### src/rtl/hsid_fifo_ctrl_pkg.sv
`default_nettype none
// ============================================================================
// hsid_fifo_ctrl_pkg
// Shared types and constants for the HSID reference-vector FIFO sequencer.
// Revision: 1.0
// ============================================================================
package hsid_fifo_ctrl_pkg;

  typedef enum logic [2:0] {
    IDLE   = 3'd0,
    CLEAR  = 3'd1,
    LOAD   = 3'd2,
    STREAM = 3'd3,
    DONE   = 3'd4
  } hsid_fifo_ctrl_state_t;

  localparam int SKID_DEPTH = 2;

endpackage
`default_nettype wire

### src/rtl/hsid_skid_buf.sv
`default_nettype none
// ============================================================================
// hsid_skid_buf
// Two-entry ready/valid buffer carrying {pixel_last, band_last, data}.
// Revision: 1.0
// ============================================================================
module hsid_skid_buf
  import hsid_fifo_ctrl_pkg::*;
#(
  parameter int WIDTH = 18
) (
  input  logic             clk,
  input  logic             rst,
  input  logic             flush,
  input  logic             push,
  input  logic [WIDTH-1:0] push_data,
  input  logic             pop,
  output logic             out_valid,
  output logic [WIDTH-1:0] out_data,
  output logic [1:0]       count
);

  logic [WIDTH-1:0] r_mem [SKID_DEPTH];
  logic             r_rd_ptr;
  logic             r_wr_ptr;
  logic [1:0]       r_count;
  logic             w_pop;
  logic             w_push;

  assign w_pop  = pop && (r_count != 2'd0);
  // A push into a full buffer is only legal when the head leaves in the same cycle.
  assign w_push = push && ((r_count != 2'd2) || w_pop);

  always_ff @(posedge clk or posedge rst) begin
    if (rst) begin
      for (int i = 0; i < SKID_DEPTH; i++) begin
        r_mem[i] <= '0;
      end
      r_rd_ptr <= 1'b0;
      r_wr_ptr <= 1'b0;
      r_count  <= 2'd0;
    end else if (flush) begin
      r_rd_ptr <= 1'b0;
      r_wr_ptr <= 1'b0;
      r_count  <= 2'd0;
    end else begin
      if (w_push) begin
        r_mem[r_wr_ptr] <= push_data;
        r_wr_ptr        <= ~r_wr_ptr;
      end
      if (w_pop) begin
        r_rd_ptr <= ~r_rd_ptr;
      end
      r_count <= r_count + {1'b0, w_push} - {1'b0, w_pop};
    end
  end

  assign out_valid = (r_count != 2'd0);
  assign out_data  = r_mem[r_rd_ptr];
  assign count     = r_count;

endmodule
`default_nettype wire

### src/rtl/hsid_fifo_ctrl.sv
`default_nettype none
// ============================================================================
// hsid_fifo_ctrl
// Loads a reference spectral vector into an hsid_fifo and replays it per pixel.
// Revision: 1.0
// ============================================================================
module hsid_fifo_ctrl
  import hsid_fifo_ctrl_pkg::*;
#(
  parameter int DATA_WIDTH      = 16,
  parameter int FIFO_ADDR_WIDTH = 4,
  parameter int PIXELS_WIDTH    = 16
) (
  input  logic                     clk,
  input  logic                     rst,
  input  logic                     start,
  input  logic                     abort,
  input  logic [FIFO_ADDR_WIDTH:0] num_bands,
  input  logic [PIXELS_WIDTH-1:0]  num_pixels,
  input  logic                     ref_valid,
  input  logic [DATA_WIDTH-1:0]    ref_data,
  output logic                     ref_ready,
  output logic                     fifo_wr_en,
  output logic                     fifo_rd_en,
  output logic                     fifo_loop_en,
  output logic                     fifo_clear,
  output logic [DATA_WIDTH-1:0]    fifo_data_in,
  input  logic                     fifo_full,
  input  logic                     fifo_empty,
  input  logic [DATA_WIDTH-1:0]    fifo_data_out,
  output logic                     band_valid,
  output logic [DATA_WIDTH-1:0]    band_data,
  output logic                     band_last,
  output logic                     pixel_last,
  input  logic                     band_ready,
  output logic                     busy,
  output logic                     done,
  output logic                     error
);

  localparam int BW = FIFO_ADDR_WIDTH + 1;
  localparam logic [BW-1:0] c_fifo_depth = {1'b1, {FIFO_ADDR_WIDTH{1'b0}}};

  hsid_fifo_ctrl_state_t   r_state;
  logic                    r_from_abort;
  logic                    r_error;
  logic                    r_issue_done;
  logic                    r_inflight;
  logic [1:0]              r_inflight_tag;
  logic [BW-1:0]           r_nb;
  logic [BW-1:0]           r_load_cnt;
  logic [BW-1:0]           r_band_cnt;
  logic [PIXELS_WIDTH-1:0] r_np;
  logic [PIXELS_WIDTH-1:0] r_pix_cnt;

  logic                    w_skid_valid;
  logic [DATA_WIDTH+1:0]   w_skid_head;
  logic [1:0]              w_skid_count;
  logic                    w_pop;
  logic [2:0]              w_occ_next;
  logic                    w_room;
  logic                    w_tag_band_last;
  logic                    w_tag_pixel_last;
  logic                    w_issue;
  logic                    w_start_bad;

  assign w_pop = w_skid_valid && band_ready;

  // Credit check: whatever remains buffered after this cycle plus the sample
  // already returning must leave room for one more return.
  assign w_occ_next = {1'b0, w_skid_count} + {2'b0, r_inflight} - {2'b0, w_pop};
  assign w_room     = (w_occ_next < 3'd2);

  assign w_tag_band_last  = (r_band_cnt == r_nb - BW'(1));
  assign w_tag_pixel_last = w_tag_band_last && (r_pix_cnt == r_np - PIXELS_WIDTH'(1));

  assign w_issue = (r_state == STREAM) && !abort && !r_issue_done && !fifo_empty && w_room;

  assign w_start_bad = (num_bands == '0) || (num_bands > c_fifo_depth);

  assign ref_ready    = (r_state == LOAD) && !abort && !fifo_full && (r_load_cnt < r_nb);
  assign fifo_wr_en   = ref_valid && ref_ready;
  assign fifo_rd_en   = 1'b0;
  assign fifo_loop_en = w_issue;
  assign fifo_data_in = ref_data;
  assign fifo_clear   = (r_state == CLEAR) || (r_state == DONE);
  assign busy         = (r_state != IDLE);
  assign done         = (r_state == DONE);
  assign error        = r_error;

  assign band_valid = w_skid_valid;
  assign {pixel_last, band_last, band_data} = w_skid_head;

  always_ff @(posedge clk or posedge rst) begin
    if (rst) begin
      r_state        <= IDLE;
      r_from_abort   <= 1'b0;
      r_error        <= 1'b0;
      r_issue_done   <= 1'b0;
      r_inflight     <= 1'b0;
      r_inflight_tag <= 2'b00;
      r_nb           <= '0;
      r_load_cnt     <= '0;
      r_band_cnt     <= '0;
      r_np           <= '0;
      r_pix_cnt      <= '0;
    end else begin
      r_inflight     <= w_issue;
      r_inflight_tag <= {w_tag_pixel_last, w_tag_band_last};

      if (abort) begin
        r_state      <= CLEAR;
        r_from_abort <= 1'b1;
      end else begin
        case (r_state)
          IDLE: begin
            if (start) begin
              if (w_start_bad) begin
                r_error <= 1'b1;
              end else begin
                r_error      <= 1'b0;
                r_nb         <= num_bands;
                r_np         <= num_pixels;
                r_load_cnt   <= '0;
                r_band_cnt   <= '0;
                r_pix_cnt    <= '0;
                r_issue_done <= 1'b0;
                r_from_abort <= 1'b0;
                r_state      <= CLEAR;
              end
            end
          end
          CLEAR: begin
            r_state      <= r_from_abort ? IDLE : LOAD;
            r_from_abort <= 1'b0;
          end
          LOAD: begin
            if (fifo_wr_en) begin
              r_load_cnt <= r_load_cnt + BW'(1);
              if ((r_load_cnt + BW'(1)) == r_nb) begin
                r_state <= (r_np == '0) ? DONE : STREAM;
              end
            end
          end
          STREAM: begin
            if (w_issue) begin
              if (w_tag_band_last) begin
                r_band_cnt <= '0;
                if (w_tag_pixel_last) begin
                  r_issue_done <= 1'b1;
                end else begin
                  r_pix_cnt <= r_pix_cnt + PIXELS_WIDTH'(1);
                end
              end else begin
                r_band_cnt <= r_band_cnt + BW'(1);
              end
            end
            if (w_pop && pixel_last) begin
              r_state <= DONE;
            end
          end
          DONE: begin
            r_state <= IDLE;
          end
          default: begin
            r_state <= IDLE;
          end
        endcase
      end
    end
  end

  hsid_skid_buf #(
    .WIDTH(DATA_WIDTH + 2)
  ) u_skid (
    .clk       (clk),
    .rst       (rst),
    .flush     (abort),
    .push      (r_inflight),
    .push_data ({r_inflight_tag, fifo_data_out}),
    .pop       (band_ready),
    .out_valid (w_skid_valid),
    .out_data  (w_skid_head),
    .count     (w_skid_count)
  );

endmodule
`default_nettype wire

### config.mk
export PLATFORM = sky130hd
export DESIGN_NAME = hsid_fifo_ctrl
export DESIGN_NICKNAME = d
export VERILOG_FILES = /design/src/rtl/hsid_fifo_ctrl_pkg.sv /design/src/rtl/hsid_skid_buf.sv /design/src/rtl/hsid_fifo_ctrl.sv
export SDC_FILE = /design/constraint.sdc
export NUM_CORES = 1
export LEC_CHECK = 0
export ABC_CLOCK_PERIOD_IN_PS = 9400
export CELL_PAD_IN_SITES_DETAIL_PLACEMENT = 2
export CELL_PAD_IN_SITES_GLOBAL_PLACEMENT = 2
export CORE_ASPECT_RATIO = 1.4
export CORE_UTILIZATION = 36
export DETAILED_ROUTE_END_ITERATION = 7
export PLACE_DENSITY = 0.93
export REMOVE_ABC_BUFFERS = 1
export SYNTH_ARGS = -nofsm -noshare
export SYNTH_HDL_FRONTEND = slang
export SYNTH_HIERARCHICAL = 1
export SYNTH_SLANG_ARGS = --single-unit
### constraint.sdc
create_clock -name clk -period 9.4 [get_ports clk]
set_input_delay 2.35 -clock clk [delete_from_list [all_inputs] [get_ports clk]]
set_output_delay 2.35 -clock clk [all_outputs]
set_load 0.005 [all_outputs]
After elaboration in Yosys (flattened, before gate mapping)
Index checks and enable logic that the tools add are counted.
{ "word_totals": {"inputBits": 61, "output_inout_bits": 43, "register_bits": 96, "word_cells": 138} }
{ "op_classes": {"order_cmp": 6, "n_addsub": 9, "n_eq_ne": 20, "mux": 42, "n_reduce_logical": 39, "bitwise": 6} }
{ "op_table": {"columns": ["op", "n"], "rows": [
  ["$mux W16", 5],
  ["$mux W18", 4],
  ["$bwmux W36", 1],
  ["$pmux W16 S2", 1],
  ["$mux W5", 5],
  ["$mux W3", 7],
  ["$pmux W5 S2", 2],
  ["$demux W18 S1", 1],
  ["$add A16 B1 Y16 const B", 1],
  ["$eq A16 B16 Y1", 1],
  ["$logic_not A16 Y1", 1],
  ["$ne A2 B2 Y1 const B", 8],
  ["$sub A16 B1 Y16 const B", 1],
  ["$reduce_and A5 Y1", 3],
  ["$reduce_and A7 Y1", 2],
  ["$logic_and A1 B1 Y1", 13],
  ["$pmux W3 S4", 1],
  ["$mux W1", 11],
  ["$add A5 B1 Y5 const B", 2],
  ["$eq A5 B5 Y1", 2],
  ["$reduce_bool A2 Y1", 5],
  ["$ne A3 B3 Y1 const B", 3],
  ["$eq A3 B2 Y1 const B", 2],
  ["$ne A3 B2 Y1 const B", 2],
  ["other kinds (24)", 38]
]} }

Longest topological paths before layout
Gate-level depths: netlist of the first run.
{ "logic_depth": {"ltp_word": 8, "ltp_mapped": 14, "ltp_nobuf": 12} }

By module
Netlist of the first run, hierarchy kept.
{ "modules_own_cells": {"columns": ["mod", "instances", "area_per_inst_um2", "cells_per_inst", "seq_area_each_um2"], "rows": [
  ["hsid_fifo_ctrl", 1, 3806.2, 447, 1401.3],
  ["hsid_skid_buf", 1, 1834.3, 119, 1001.0]
]} }

Least setup slack after synthesis of the first run
Ideal clock, no wire load.
{ "synth_timing": {"path_type": "input to output", "from": "in band_ready", "to": "out fifo_loop_en", "path_stages": 7, "path_slack_ns": 3.184, "t_required_ns": 7.050, "arrival_time_ns": 3.866, "path_buffers": 0, "path_cell_list": "and2_1 ha_1 nand2b_1 fa_1 nand2_1 nor4_1 and2_1"} }
{ "synth_via": {"elab_chain_len": 4} }
{ "synth_lines": {"columns": ["element", "line_no", "rtl"], "rows": [
  ["from (decl)", "hsid_fifo_ctrl.sv:35", "input logic band_ready,"],
  ["$logic_and A1 B1 Y1", "hsid_fifo_ctrl.sv:67", "assign w_pop = w_skid_valid && band_ready;"],
  ["$sub A3 B1 Y3", "hsid_fifo_ctrl.sv:71", "assign w_occ_next = {1'b0, w_skid_count} + {2'b0, r_inflight} - {2'b0, w_pop};"],
  ["$lt A3 B2 Y1", "hsid_fifo_ctrl.sv:72", "assign w_room = (w_occ_next < 3'd2);"],
  ["$logic_and A1 B1 Y1", "hsid_fifo_ctrl.sv:77", "assign w_issue = (r_state == STREAM) && !abort && !r_issue_done && !fifo_empty && w_room;"],
  ["to (decl)", "hsid_fifo_ctrl.sv:25", "output logic fifo_loop_en,"]
]} }
Every way passes these cells.

Worst setup path in the final report of the first run
Same ends and word-level chain as after synthesis.

==> results of run 1 <==
routing by layer:
metal / up-vias / part of all wire, % / GRT usage, %
li1: 2041 / - / -
met1: 2276 / 39 / 24.22
met2: 110 / 55 / 43.56
met3: 32 / 3.6 / 4.286
met4: 0 / 3.2 / 10.62
met5: - / 0 / 0
sequential cells by signal, summed over array words and instances (netlist names):
| signal | count |
|---|---|
| u_skid/count | 2 |
| r_state | 3 |
| r_inflight | 1 |
| r_nb | 5 |
| r_load_cnt | 5 |
| u_skid/r_mem | 36 |
| r_issue_done | 1 |
| r_band_cnt | 5 |
| u_skid/r_wr_ptr | 1 |
| u_skid/r_rd_ptr | 1 |
| r_from_abort | 1 |
| r_np | 16 |
| error | 1 |
| r_pix_cnt | 16 |
| r_inflight_tag | 2 |
through the flow:
stage	setup WS, ps	power [uW]	cells
final	1815	1774	808
after global routing	1685	1884	808
after CTS	1819	1794	808
after detailed placement	1878	1379	792
after global placement	2084	1306	792
after floorplan	3174	1073	526
power breakdown:
| part | switching [uW] | total [uW] | internal, uW |
|---|---|---|---|
| Sequential | 166 | 684 | 519 |
| Clock | 192 | 382 | 191 |
| Combinational | 350 | 707 | 358 |
worst max-delay path, stage by stage:
cell and delay (ps):
clkdlybuf4s50_1 490, and2_1 180, ha_1 230, nand2b_1 170
fa_1 510, nand2_1 70, nor4_1 380, and2_1 280
clkdlybuf4s50_1 580
kinds of logic after synthesis:
family	count (synthesis)	synth area share, %
other cells	1	0.06648
simple gates	208	19.34
xor+xnor	37	5.745
buf+inv	61	6.078
flops	96	42.59
mux	60	12.53
fa+ha+maj	15	3.461
compound gates	88	10.18
cell usage in the layout, fill, tap and decap left out, types with 3 or more instances in the layout:
cell type,Yosys,routed
mux2_4,10,10
nor4_1,7,7
o31ai_1,3,3
nor3b_1,5,5
o21ai_0,31,31
buf_4,18,4
inv_1,21,20
mux2_2,44,44
clkdlybuf4s50_1,0,70
xnor2_1,20,20
a21oi_1,16,16
and2_1,5,5
nor2b_1,5,5
dfrtp_1,96,96
a31oi_1,5,5
clkbuf_16,0,9
xor2_1,17,17
nor3_2,3,4
nand3_1,20,20
o21a_1,3,3
a22o_1,3,3
nand2_1,81,81
ha_1,14,14
nor2_1,31,31
or3_1,8,8
nand2b_1,7,7
nor3_1,12,11
mux2i_1,5,5
or2_2,3,3
a21o_1,7,7
path summary, 6_finish.rpt:
check,startpoint,endpoint,slack [ps],cells after the start
setup / recovery,band_ready,fifo_loop_en,1820,9
hold / removal,r_from_abort,r_from_abort,500,1
setup reg to reg,u_skid/count[1],r_pix_cnt[15],5090,13
hold reg to reg,r_from_abort,r_from_abort,500,1
max in group asynchronous,rst,r_load_cnt[2],6320,3
min in group asynchronous,rst,u_skid/r_mem[27],2490,3
cell type report:
class	instances	share of cell area, %
multi-input combinational	409	43.65
sequential	96	36.02
timing repair buffer	74	10.95
tap	192	3.602
clock buffer	9	3.376
clock inverter	7	1.219
inverter	21	1.182
==> flow_summary.yaml, run 1 <==
finish:
  fillerInstances: 1595
  final-seq-area_sq_mm: 0.002402
  drive_gt1_share_pct: 15.91
  final_util_pct: 43.92
  area_growth_pct: 18.26
  multiInputGateArea_sq_mm: 0.002912
  design_area_sq_mm: 0.006670
  nets: 687
  antennaDiodeCount: 0
synth:
  syn_inst: 566
  yosys.area.top_type: "dfrtp_1"
  seq_area_frac_synth_pct: 42.59
  synth_most_common_cell: "dfrtp_1"
  ys_ff_latch: 96
  synthTopCellsByArea: "dfrtp_1, mux2_2, nand2_1, ha_1, xnor2_1"
  avgSynthCellArea_sq_um: 9.965
  synth_ff_type: "dfrtp_1"
  synth_top_cell_area_share_pct: 42.59
  synth_common_cells: "dfrtp_1, nand2_1, mux2_2"
  ys_types: 70
  ys.warnings.count: 6
  synthesis.area_sq_mm: 0.005640
  async_flop_share_pct: 100.0
  synth_edf_count: 0
clock_network:
  cts_buffer_depth: 2
  insertion_delay_ps: 360
  cts_buffers: 9
  cts_resized: 0
  cts_tree: "yes"
  clock_sinks: 96
  cts_setup_buffers: 0
  htreeDepth: 3
  clkTransAtPathRegs_ps: 80
  cts_root_buf: "clkbuf_16"
  cts_hold_buffers: 0
route:
  drc: 0
  vias: 4459
  route.final.wire_length_microns: 17530
  post_drt_via_cell_ratio: 5.519
  drtAntennaViolNets: 0
  firstDrtPassIters: 4
  drtIter0Drc: 126
  routedWlPerCell_microns: 21.70
critical_path:
  worstPathRequired_ps: 7050
  critical_path_class: "in2out"
  worstPathMaxFanout: 4
  endpoint_kind: "output pin"
  cp-start-kind: "input port"
  cp.arrival_ps: 5230
power_and_ir_drop:
  power_leakage_uw: 0.002898
  ir_worst_vdd_v: 0.00009877
  powerDensity_mw_per_mm2: 265.9
global_routing:
  overflow: 0
  antenna_found_initial: 0
  track_usage_pct: 23.02
  grt_max_degree: 57
  first_global_vias: 5056
  grt_pass1_wl_microns: 27910
floorplanning:
  io_pins: 104
  rows: 53
  initial_core_util_pct: 37.14
  placeableCoreArea_sq_mm: 0.01519
  die-height_microns: 150.1
  dieArea_sq_mm: 0.01618
  die_x_microns: 107.8
run:
  drv_cap: 0
timing:
  period_share_pct: 80.69
  maxSlewViolCount: 0
  finalSetupViolations: 0
  timing.final.hold_violations: 0
  fin_tns_setup_ps: 0
  max_freq_mhz: 131.8
  skew_ps: 13.04
  min_period_ps: 7585
  rsz0062_at_grt: "no"
  whs_ps: 496.4
  worst_slew_pin_slew_ps: 1163
  slew_headroom_pct: 22.44
placement:
  placed_area_sq_mm: 0.006364
  io_buffers: 70
  gp_congestion: 0.8396
  hpwl_microns: 12510
hold_path:
  min_path_type: "reg2reg"
run_status:
  status: "finished, final reports clean"
No activity file was read; power rests on OpenSTA's default activity.
==> inputs of run 2 (changes only) <==
ABC_CLOCK_PERIOD_IN_PS = 6500   (was 9400)
CORE_UTILIZATION = 30   (was 36)
PLACE_DENSITY = 0.84   (was 0.93)
clock period = 6.5 ns   (was 9.4 ns; I/O delays follow)
==> run 2 against run 1 <==
Effect of this change: clock power grew 47%; highest routed layer unchanged; largest cell class unchanged; non-clock buffer count grew 1; largest power group unchanged; flip-flop and latch count is the same; via count grew 0.13%.
==> flow_summary.yaml, run 2 (synthesis results as in run 1) <==
clock_network:
  cts_setup_buffers: 0
  cts_buffers: 9
  cts_resized: 0
  htreeDepth: 3
  clock_sinks: 96
  cts_hold_buffers: 0
  cts_tree: "yes"
  insertion_delay_ps: 350
  clkTransAtPathRegs_ps: 70
  cts_buffer_depth: 2
  cts_root_buf: "clkbuf_16"
critical_path:
  cp.arrival_ps: 4450
  cp-start-kind: "input port"
  critical_path_class: "in2out"
  worstPathMaxFanout: 4
  endpoint_kind: "output pin"
  worstPathRequired_ps: 4880
floorplanning:
  rows: 59
  initial_core_util_pct: 30.44
  dieArea_sq_mm: 0.01936
  placeableCoreArea_sq_mm: 0.01853
  io_pins: 104
  die_x_microns: 117.9
  die-height_microns: 164.2
power_and_ir_drop:
  powerDensity_mw_per_mm2: 378.3
  swShare_pct: 38.29
  pwr-share-seq_pct: 38.5
  p_clk_share_pct: 22.0
  power_frac_comb_pct: 39.5
  switchingPower_uw: 977.4
  power_leakage_uw: 0.002906
  ir_worst_vdd_v: 0.0001472
  p_int_uw: 1575
route:
  drc: 0
  drtAntennaViolNets: 0
  firstDrtPassIters: 4
  vias: 4465
  route.final.wire_length_microns: 17130
  routedWlPerCell_microns: 19.90
  post_drt_via_cell_ratio: 5.186
  drtIter0Drc: 179
global_routing:
  first_global_vias: 5281
  overflow: 0
  track_usage_pct: 18.46
  grt_pass1_wl_microns: 27950
  antenna_found_initial: 0
  grt_max_degree: 57
placement:
  gp_congestion: 0.8189
  io_buffers: 70
  dpl.cell_count: 845
  placed_area_sq_mm: 0.006436
  hpwl_microns: 12770
finish:
  antennaDiodeCount: 0
  nets: 688
  multiInputGateArea_sq_mm: 0.002912
  area_growth_pct: 19.61
  fillerInstances: 1980
  top_register: "u_skid/r_mem"
  final_util_pct: 36.41
  final_cell_mix: "dfrtp_1, nand2_1, clkdlybuf4s50_1, mux2_2"
  final-seq-area_sq_mm: 0.002402
  fin_cells: 861
  drive_gt1_share_pct: 16.05
  design_area_sq_mm: 0.006746
  final_common_cell: "dfrtp_1"
  largest_register_ffs: 36
  top_regs: "u_skid/r_mem x36, r_np x16, r_pix_cnt x16"
timing:
  worst_slew_pin_slew_ps: 1252
  skew_ps: 9.521
  fin_tns_setup_ps: 0
  slew_headroom_pct: 16.11
  max_freq_mhz: 164.6
  maxSlewViolCount: 0
  rsz0062_at_grt: "no"
  period_share_pct: 93.44
  timing.final.hold_violations: 0
  min_period_ps: 6074
  finalSetupViolations: 0
  whs_ps: 494.5
run:
  drv_cap: 0
run_status:
  status: "finished, final reports clean"
hold_path:
  min_path_type: "reg2reg"
-- run 2: cell types whose count changed in the layout (fill, tap and decap cells not counted), sizes merged --
cell	delta
inv	-1
bufinv	+1
buf	+1
-- run 2: path summary, 6_finish.rpt --
path	startpoint	slack, ps	to	cells after the start
min in group asynchronous	rst	1770	u_skid/r_mem[12]	3
max in group asynchronous	rst	4130	r_pix_cnt[5]	3
min reg2reg	r_from_abort	490	r_from_abort	1
max	band_ready	430	fifo_loop_en	9
min	r_from_abort	490	r_from_abort	1
max reg2reg	u_skid/count[1]	2380	r_pix_cnt[15]	13
-- run 2: area by class of cell --
type                            count  area share, %
Clock buffer                        9          3.338
Timing Repair Buffer               75          10.94
Tap cell                          244          4.525
Clock inverter                      7          1.261
Multi-Input combinational cell    409          43.16
Sequential cell                    96          35.61
Inverter                           21          1.168
-- run 2: power by group through the flow --
stage               sequential, uW  clock, uW  combinational, uW
floorplan                      911          0                640
global placement               968          0                920
detailed placement             990          0                998
CTS                            985        578               1030
global route                  1010        590               1110
finish                         983        561               1010
-- run 2: routing by layer --
| layer | GRT usage, % | part of all wire, % |
|---|---|---|
| met1 | 18.76 | 38 |
| met2 | 36.10 | 55 |
| met3 | 3.472 | 3.6 |
| met4 | 8.508 | 3.1 |
| met5 | 0 | 0 |
-- run 2: through the flow --
stage	worst slack [ps]	power, uW
final	426.1	2552
after global routing	291.7	2714
after CTS	385.4	2588
after detailed placement	492.7	1987
after global placement	626.9	1888
after floorplan	1724	1551
-- run 2: worst max-delay path, stage by stage --
cell and delay [ps]:
clkdlybuf4s50_1 520, and2_1 170, ha_1 230, nand2b_1 160, fa_1 510, nand2_1 60, nor4_1 360, and2_1 270
clkdlybuf4s50_1 530
